`src/rtl/mips_cpu_muldiv_pkg.sv`:
```
// mips_cpu_muldiv_pkg: operation codes, FSM states and iteration count for the mul/div unit.
// Rev 1.0
`default_nettype none

package mips_cpu_muldiv_pkg;

  typedef enum logic [2:0] {
    MD_MULT  = 3'd0,
    MD_MULTU = 3'd1,
    MD_DIV   = 3'd2,
    MD_DIVU  = 3'd3,
    MD_MTHI  = 3'd4,
    MD_MTLO  = 3'd5
  } md_op_t;

  typedef enum logic [1:0] {
    ST_IDLE = 2'd0,
    ST_RUN  = 2'd1,
    ST_FIX  = 2'd2
  } state_t;

  localparam int ITER_COUNT = 32;

endpackage

`default_nettype wire

```
`src/rtl/mips_cpu_muldiv_if.sv`:
```
// mips_cpu_muldiv_if: request/result bundle between the execute stage and the mul/div unit.
// Rev 1.0
`default_nettype none

interface mips_cpu_muldiv_if;
  logic        start;
  logic [2:0]  op;
  logic [31:0] A;
  logic [31:0] B;
  logic        busy;
  logic        done;
  logic [31:0] hi;
  logic [31:0] lo;

  modport master (output start, op, A, B, input busy, done, hi, lo);
  modport slave  (input start, op, A, B, output busy, done, hi, lo);
endinterface

`default_nettype wire

```
`src/rtl/mips_cpu_div_step.sv`:
```
// mips_cpu_div_step: one combinational restoring-division step on (remainder, quotient, divisor).
// Rev 1.0
`default_nettype none

module mips_cpu_div_step (
  input  logic [31:0] rem,
  input  logic [31:0] quo,
  input  logic [31:0] divisor,
  output logic [31:0] rem_next,
  output logic [31:0] quo_next
);
  logic [32:0] shifted;
  logic [32:0] diff;

  // rem < divisor always holds, so the 33-bit difference borrows exactly when shifted < divisor
  assign shifted  = {rem, quo[31]};
  assign diff     = shifted - {1'b0, divisor};
  assign rem_next = diff[32] ? shifted[31:0] : diff[31:0];
  assign quo_next = {quo[30:0], ~diff[32]};
endmodule

`default_nettype wire

```
`src/rtl/mips_cpu_muldiv.sv`:
```
// mips_cpu_muldiv: 34-cycle iterative MULT/MULTU/DIV/DIVU with HI/LO and MTHI/MTLO.
// Rev 1.0 -- MIPS_CPU_MULDIV_FAST_MUL_EN selects single-cycle MULT/MULTU.
`default_nettype none

module mips_cpu_muldiv
  import mips_cpu_muldiv_pkg::*;
(
  input  logic             clk,
  input  logic             reset,
  mips_cpu_muldiv_if.slave md
);
  state_t      state, state_next;
  logic [4:0]  count;
  logic [63:0] acc;
  logic [31:0] operand;
  logic        is_div, neg_res, neg_rem, div_zero;
  logic [31:0] hi_reg, lo_reg;
  logic        done_reg, busy;

  logic        signed_op, div_op, start_iter, last_iter;
  logic [31:0] mag_a, mag_b;
  logic [32:0] mul_sum;
  logic [63:0] mul_next;
  logic [31:0] rem_next, quo_next;
  logic [63:0] prod_fix;
  logic [31:0] quo_fix, rem_fix, hi_res, lo_res;

  assign signed_op = (md.op == MD_MULT) || (md.op == MD_DIV);
  assign div_op    = (md.op == MD_DIV) || (md.op == MD_DIVU);
  assign mag_a     = (signed_op && md.A[31]) ? -md.A : md.A;
  assign mag_b     = (signed_op && md.B[31]) ? -md.B : md.B;
  assign last_iter = (count == 5'(ITER_COUNT - 1));

`ifdef MIPS_CPU_MULDIV_FAST_MUL_EN
  logic        fast_go;
  logic [63:0] fast_a, fast_b, fast_prod;
  assign fast_go    = (state == ST_IDLE) && md.start && (md.op == MD_MULT || md.op == MD_MULTU);
  assign fast_a     = signed_op ? {{32{md.A[31]}}, md.A} : {32'd0, md.A};
  assign fast_b     = signed_op ? {{32{md.B[31]}}, md.B} : {32'd0, md.B};
  assign fast_prod  = fast_a * fast_b;
  assign start_iter = (state == ST_IDLE) && md.start && div_op;
`else
  assign start_iter = (state == ST_IDLE) && md.start &&
                      (div_op || md.op == MD_MULT || md.op == MD_MULTU);
`endif

  // Multiply: acc = {partial product, remaining multiplier bits}, shifted right each step
  assign mul_sum  = {1'b0, acc[63:32]} + {1'b0, (acc[0] ? operand : 32'd0)};
  assign mul_next = {mul_sum, acc[31:1]};

  // Divide: acc = {remainder, quotient/dividend}
  mips_cpu_div_step u_div_step (
    .rem      (acc[63:32]),
    .quo      (acc[31:0]),
    .divisor  (operand),
    .rem_next (rem_next),
    .quo_next (quo_next)
  );

  assign prod_fix = neg_res ? -acc : acc;
  assign quo_fix  = neg_res ? -acc[31:0] : acc[31:0];
  assign rem_fix  = neg_rem ? -acc[63:32] : acc[63:32];
  assign hi_res   = is_div ? rem_fix : prod_fix[63:32];
  assign lo_res   = is_div ? (div_zero ? 32'hFFFF_FFFF : quo_fix) : prod_fix[31:0];

  always_ff @(posedge clk) begin
    if (reset) state <= ST_IDLE;
    else       state <= state_next;
  end

  always_comb begin
    state_next = state;
    case (state)
      ST_IDLE: if (start_iter) state_next = ST_RUN;
      ST_RUN:  if (last_iter)  state_next = ST_FIX;
      ST_FIX:  state_next = ST_IDLE;
      default: state_next = ST_IDLE;
    endcase
  end

  always_comb begin
    busy = (state != ST_IDLE);
  end

  always_ff @(posedge clk) begin
    if (reset) begin
      count    <= 5'd0;
      acc      <= 64'd0;
      operand  <= 32'd0;
      is_div   <= 1'b0;
      neg_res  <= 1'b0;
      neg_rem  <= 1'b0;
      div_zero <= 1'b0;
      hi_reg   <= 32'd0;
      lo_reg   <= 32'd0;
      done_reg <= 1'b0;
    end else begin
      done_reg <= 1'b0;
      if (state == ST_IDLE && md.start) begin
        if (md.op == MD_MTHI) hi_reg <= md.A;
        if (md.op == MD_MTLO) lo_reg <= md.A;
      end
`ifdef MIPS_CPU_MULDIV_FAST_MUL_EN
      if (fast_go) begin
        {hi_reg, lo_reg} <= fast_prod;
        done_reg         <= 1'b1;
      end
`endif
      if (start_iter) begin
        is_div   <= div_op;
        neg_res  <= signed_op & (md.A[31] ^ md.B[31]);
        neg_rem  <= signed_op & md.A[31];
        div_zero <= div_op & (md.B == 32'd0);
        count    <= 5'd0;
        if (div_op) begin
          acc     <= {32'd0, mag_a};
          operand <= mag_b;
        end else begin
          acc     <= {32'd0, mag_b};
          operand <= mag_a;
        end
      end
      if (state == ST_RUN) begin
        acc   <= is_div ? {rem_next, quo_next} : mul_next;
        count <= count + 5'd1;
      end
      if (state == ST_FIX) begin
        hi_reg   <= hi_res;
        lo_reg   <= lo_res;
        done_reg <= 1'b1;
      end
    end
  end

  assign md.busy = busy;
  assign md.done = done_reg;
  assign md.hi   = hi_reg;
  assign md.lo   = lo_reg;
endmodule

`default_nettype wire

```
`src/flat_wrapper.sv`:
```
// flat-port wrapper written by rule: the top's interface ports become plain ports
module mips_cpu_muldiv_flat import mips_cpu_muldiv_pkg::*;
  (clk, reset, md_start, md_op, md_A, md_B, md_busy, md_done, md_hi, md_lo);
  mips_cpu_muldiv_if md_i ();
  input  logic clk;
  input  logic reset;
  input wire logic [$bits(md_i.start)-1:0] md_start;
  input wire logic [$bits(md_i.op)-1:0] md_op;
  input wire logic [$bits(md_i.A)-1:0] md_A;
  input wire logic [$bits(md_i.B)-1:0] md_B;
  output wire logic [$bits(md_i.busy)-1:0] md_busy;
  output wire logic [$bits(md_i.done)-1:0] md_done;
  output wire logic [$bits(md_i.hi)-1:0] md_hi;
  output wire logic [$bits(md_i.lo)-1:0] md_lo;
  assign md_i.start = md_start;
  assign md_i.op = md_op;
  assign md_i.A = md_A;
  assign md_i.B = md_B;
  assign md_busy = md_i.busy;
  assign md_done = md_i.done;
  assign md_hi = md_i.hi;
  assign md_lo = md_i.lo;
  mips_cpu_muldiv u_core (.clk(clk), .reset(reset), .md(md_i));
endmodule
```
`config.mk`:
```
export PLATFORM = sky130hd
export DESIGN_NAME = mips_cpu_muldiv_flat
export DESIGN_NICKNAME = d
export VERILOG_FILES = /design/src/rtl/mips_cpu_muldiv_pkg.sv /design/src/rtl/mips_cpu_muldiv_if.sv /design/src/rtl/mips_cpu_div_step.sv /design/src/rtl/mips_cpu_muldiv.sv /design/src/flat_wrapper.sv
export SDC_FILE = /design/constraint.sdc
export NUM_CORES = 1
export LEC_CHECK = 0
export ABC_AREA = 1
export CAP_MARGIN = 20
export CORE_MARGIN = 10
export CORE_UTILIZATION = 35
export CTS_CLUSTER_DIAMETER = 30
export DETAILED_ROUTE_END_ITERATION = 8
export GPL_TIMING_DRIVEN = 0
export PLACE_DENSITY_LB_ADDON = 0.08
export SYNTH_ARGS = -nofsm -noshare
export SYNTH_HDL_FRONTEND = slang
export SYNTH_SLANG_ARGS = --single-unit
```
`constraint.sdc`:
```
create_clock -name clk -period 2.86 [get_ports clk]
set_clock_uncertainty 0.2 [all_clocks]
set_input_delay 0.286 -clock clk [delete_from_list [all_inputs] [get_ports clk]]
set_output_delay 0.286 -clock clk [all_outputs]
set_load 0.005 [all_outputs]
```
==> metrics.md <==
| Metric | Value |
|---|---|
| Status | complete, no violations |
| Worst-Skew Late Latency | ~0.50 ns |
| Pleak | 0.0101 uW |
| Number of flops mapped to enable cells by yosys | 0 |
| Commonest cells after routing, fill and taps aside | nand2_1 (844), inv_1 (454), nand3_1 (347), nor2_1 (258), o21ai_0 (229) |
| Util after Layout | 0.439 |
| Syn nets | 3366 |
| Commonest non-fill, non-tap cell in the layout | nand2_1 |
| Largest net degree at the start of global routing | 17 |
| Crit. End Element | flip-flop |
| Worst path slowest cell | dfxtp_4 |
| Clock Power Share | 0.297 |
| Startpoint types | flip-flop |
| Die footprint | 0.0605 sq mm |
| Initial DRC count | 2548 |
| Pwr per Cell Area | 370 mW/mm^2 |
| Pins over their slew limit | 0 |
| Post-Syn Instances | 3224 |
| Reg2Reg Launch Point | u_core.acc[31] |
| CTS tree | done |
| Switching power | 3460 uW |
| Placed cells | 4030 |
| Final setup viols | 0 |
| Initial Utilization | 0.355 |
| DPL Wire Length | 83300 um |
| Top cell by count, worst path | nand2_2 |
| MaxCap Viol Count | 0 |
| Top FF cell, synth | dfxtp_1 |
| Share of post-route cells with drive strength above 1 | 0.117 |
| Routability cong. | 1.02 |
| GR Overflow Total | 0 |
| Drt drc | 0 |
| Die W | 246 um |
| Top reg by flops | u_core.acc |
| Min-Delay Endpoint | u_core.md.lo[6] |
| Post-synthesis async set-or-reset flop share | 0 |
| Required @ worst endpoint | 3.01 ns |
| Combinational Power Share | 0.372 |
| ANT nets after route | 0 |
| Hold slack final | 0.167 ns |
| Crit path cell chain | inv_4 -> ha_4 -> fa_2 -> inv_2 -> nand2_1 -> nand2_2 -> nand3_2 -> nand2_2 -> nand2_1 -> nand2_2 -> nand2_4 -> buf_4 -> nand3_4 -> nand2_8 -> buf_6 -> nand2_2 -> nand3_2 -> nand2_1 -> a21oi_1 |
| Sequential share of power | 0.332 |
| Register area share after synthesis | 0.193 |
| Layout net count | 3548 |
| Port-buffer cells | approximately 130 |
| Total wire length | 101000 um |
| Hold bufs inserted after CTS | 0 |
| Max Clk Rate | 0.352 GHz |
| Yosys top cell area share | 0.193 |
| Vert. Die Dim | 246 um |
| First-pass GRT wire length | roughly 140000 um |
| Initial antenna violation count | 6 |
| CP max stage delay | 0.38 ns |
| Hold depth | 3 |
| Max rail drop VDD | 0.000502 V |
| Hold Path Class | input pin to flip-flop |
| P_int | 4730 uW |
| Vias/cell | 5.64 |
| Crit-path max FO | 5 |
| Worst rel slew slack | 0.319 |
| Critical Path AT | roughly 3 ns |
| Mean area per synthesized cell | about 5.5 sq um |
| RSZ-0062 raised after global routing | true |
| Synthesized cell area | 0.0179 sq mm |
| Clock Sinks | about 170 |
| TritonCTS Buffers | 17 |
| Clock Path Buffers | 2 |
| H-tree lvl count | 4 |
| Tot GR Track Use | 0.318 |
| Core ar. | 0.0504 sq mm |
| Synth-to-layout area growth | 23.8% |
| Design Power | just over 8000 uW |
| Vias post-DR | 23100 |
| Net Sw Frac | 0.422 |
| Post-synthesis register bit count | about 170 |
| Max reg flops | 64 |
| R2r setup slk | 0.02 ns |
| Reg2reg end | u_core.acc[62] |
| Area contributors post-synth | dfxtp_1 (19%), nand2_1 (19%), nand3_1 (10%) |
| Clock Pin Slew Worst Setup and Hold Paths | ~0.070 ns |
| Worst R2R Path Depth | 19 |
| Syn. warnings | 0 |
| WL per Instance | 24.5 um |
| Num ports | 136 |
| Hold Vio Cnt, Final | 0 |
| Num rows | around 80 |
| Hold Startpoint | md_A[6] |
| Router iterations before antenna repair | 5 |
| Tcrit/Tclk final | 0.992 |
| Vias in the first global route | 20800 |
| Final Critical Period | 2.84 ns |
| Post-synth top area cell | dfxtp_1 |
| Crit path kind | flip-flop to flip-flop |
| Synth unique cells | 51 |
| Non-filler cells, final | between 4000 and 5000 |
| Slew of the pin with the lowest slew margin | approximately 1 ns |
| Clk root buf | clkbuf_16 |
-- cells in the mapped netlist (2+ instances only) --
cell type / instances
o31ai_1: 17
nand2_4: 2
buf_1: 17
clkbuf_1: 97
o21bai_1: 9
o211ai_1: 47
xor2_1: 46
and2_1: 3
a32o_1: 2
nand2_1: 891
nand3_2: 4
buf_8: 2
or2_2: 15
a21boi_0: 5
nand2_2: 9
a21oi_1: 228
dfxtp_1: 172
nor2_2: 6
inv_1: 470
clkinv_1: 2
nor2_1: 288
o21ai_0: 250
inv_2: 6
a221oi_1: 3
a21o_1: 4
nor3_1: 40
buf_2: 13
nand3_1: 368
buf_6: 2
nand3b_1: 9
or2_1: 2
xnor2_1: 17
ha_1: 70
nand4_1: 29
nor4_1: 8
o21ai_1: 10
a31oi_1: 32
fa_1: 2
a21oi_2: 5
or3_1: 3
o211ai_2: 9
-- cells by family after synthesis --
logic type      share of synthesized area
xor+xnor                           0.0309
simple gates                        0.397
buf+inv                             0.132
fa+ha+maj                          0.0512
compound gates                      0.196
flops                               0.193
-- area by class of cell --
cell class                 count  area (sq um)
fill                        5712         28200
tap                          672           841
antenna                        5          12.5
clock inverter                11           110
buffer                       133           627
sequential                   172          3600
clock buffer                  21           470
inverter                     478          1800
timing repair buffer         163          1590
multi-input combinational   2441         13100
-- worst max path at each step --
stage	startpoint	end	cells past startpoint
after global routing	u_core.acc[0]	u_core.acc[61]	18
after CTS	u_core.acc[0]	u_core.acc[55]	18
after detailed placement	u_core.acc[0]	u_core.acc[41]	16
final	u_core.acc[31]	u_core.acc[62]	19
after global placement	u_core.acc[0]	u_core.acc[41]	16
after floorplan	u_core.acc[0]	u_core.acc[47]	16
-- stage by stage --
step | TNS [ns] | setup WS, ns | cell area [sq um]
after floorplan | 0 | 0.104 | 17900
after global placement | -27.61 | -0.986 | 20100
after detailed placement | -30.14 | -0.987 | 20100
after CTS | -0.0113 | -0.0113 | 21000
after global routing | -0.634 | -0.109 | 22100
final | 0 | 0.0231 | 22100
-- per-layer routing --
layer	share of wire	GRT usage	vias to the layer above
li1	-	-	10900
met1	0.45	0.446	10900
met2	0.42	0.468	1120
met3	0.10	0.0721	139
met4	0.031	0.107	6
met5	0.00046	0	-
-- timing repair --
| action | 4_1_cts | 5_1_grt |
|---|---|---|
| resized for setup | 113 | 265 |
| cloned | 1 | 1 |
| buffers inserted | 8 | 20 |
| endpoints found under the setup margin | 83 | 78 |
| pin swaps | 10 | 30 |
-- power by group through the flow --
stage	registers, uW	logic, uW	clock network (uW)
6_report	2710	3040	2430
3_3_place_gp	2760	2710	0
3_5_place_dp	2760	2710	0
5_1_grt	2710	3270	2530
2_1_floorplan	2640	1690	0
4_1_cts	2710	2790	2450
-- critical path: cells and delay by family (launching register included) --
| family | cells | cell delay, ns |
|---|---|---|
| buffers and inverters | 4 | 0.44 |
| adder cells (fa/ha/maj) | 2 | 0.49 |
| AO/OA/AOI/OAI | 1 | 0.06 |
| flip-flops | 1 | 0.38 |
| AND/OR/NAND/NOR | 12 | 1.11 |
Power figures use the tool's default switching activity.
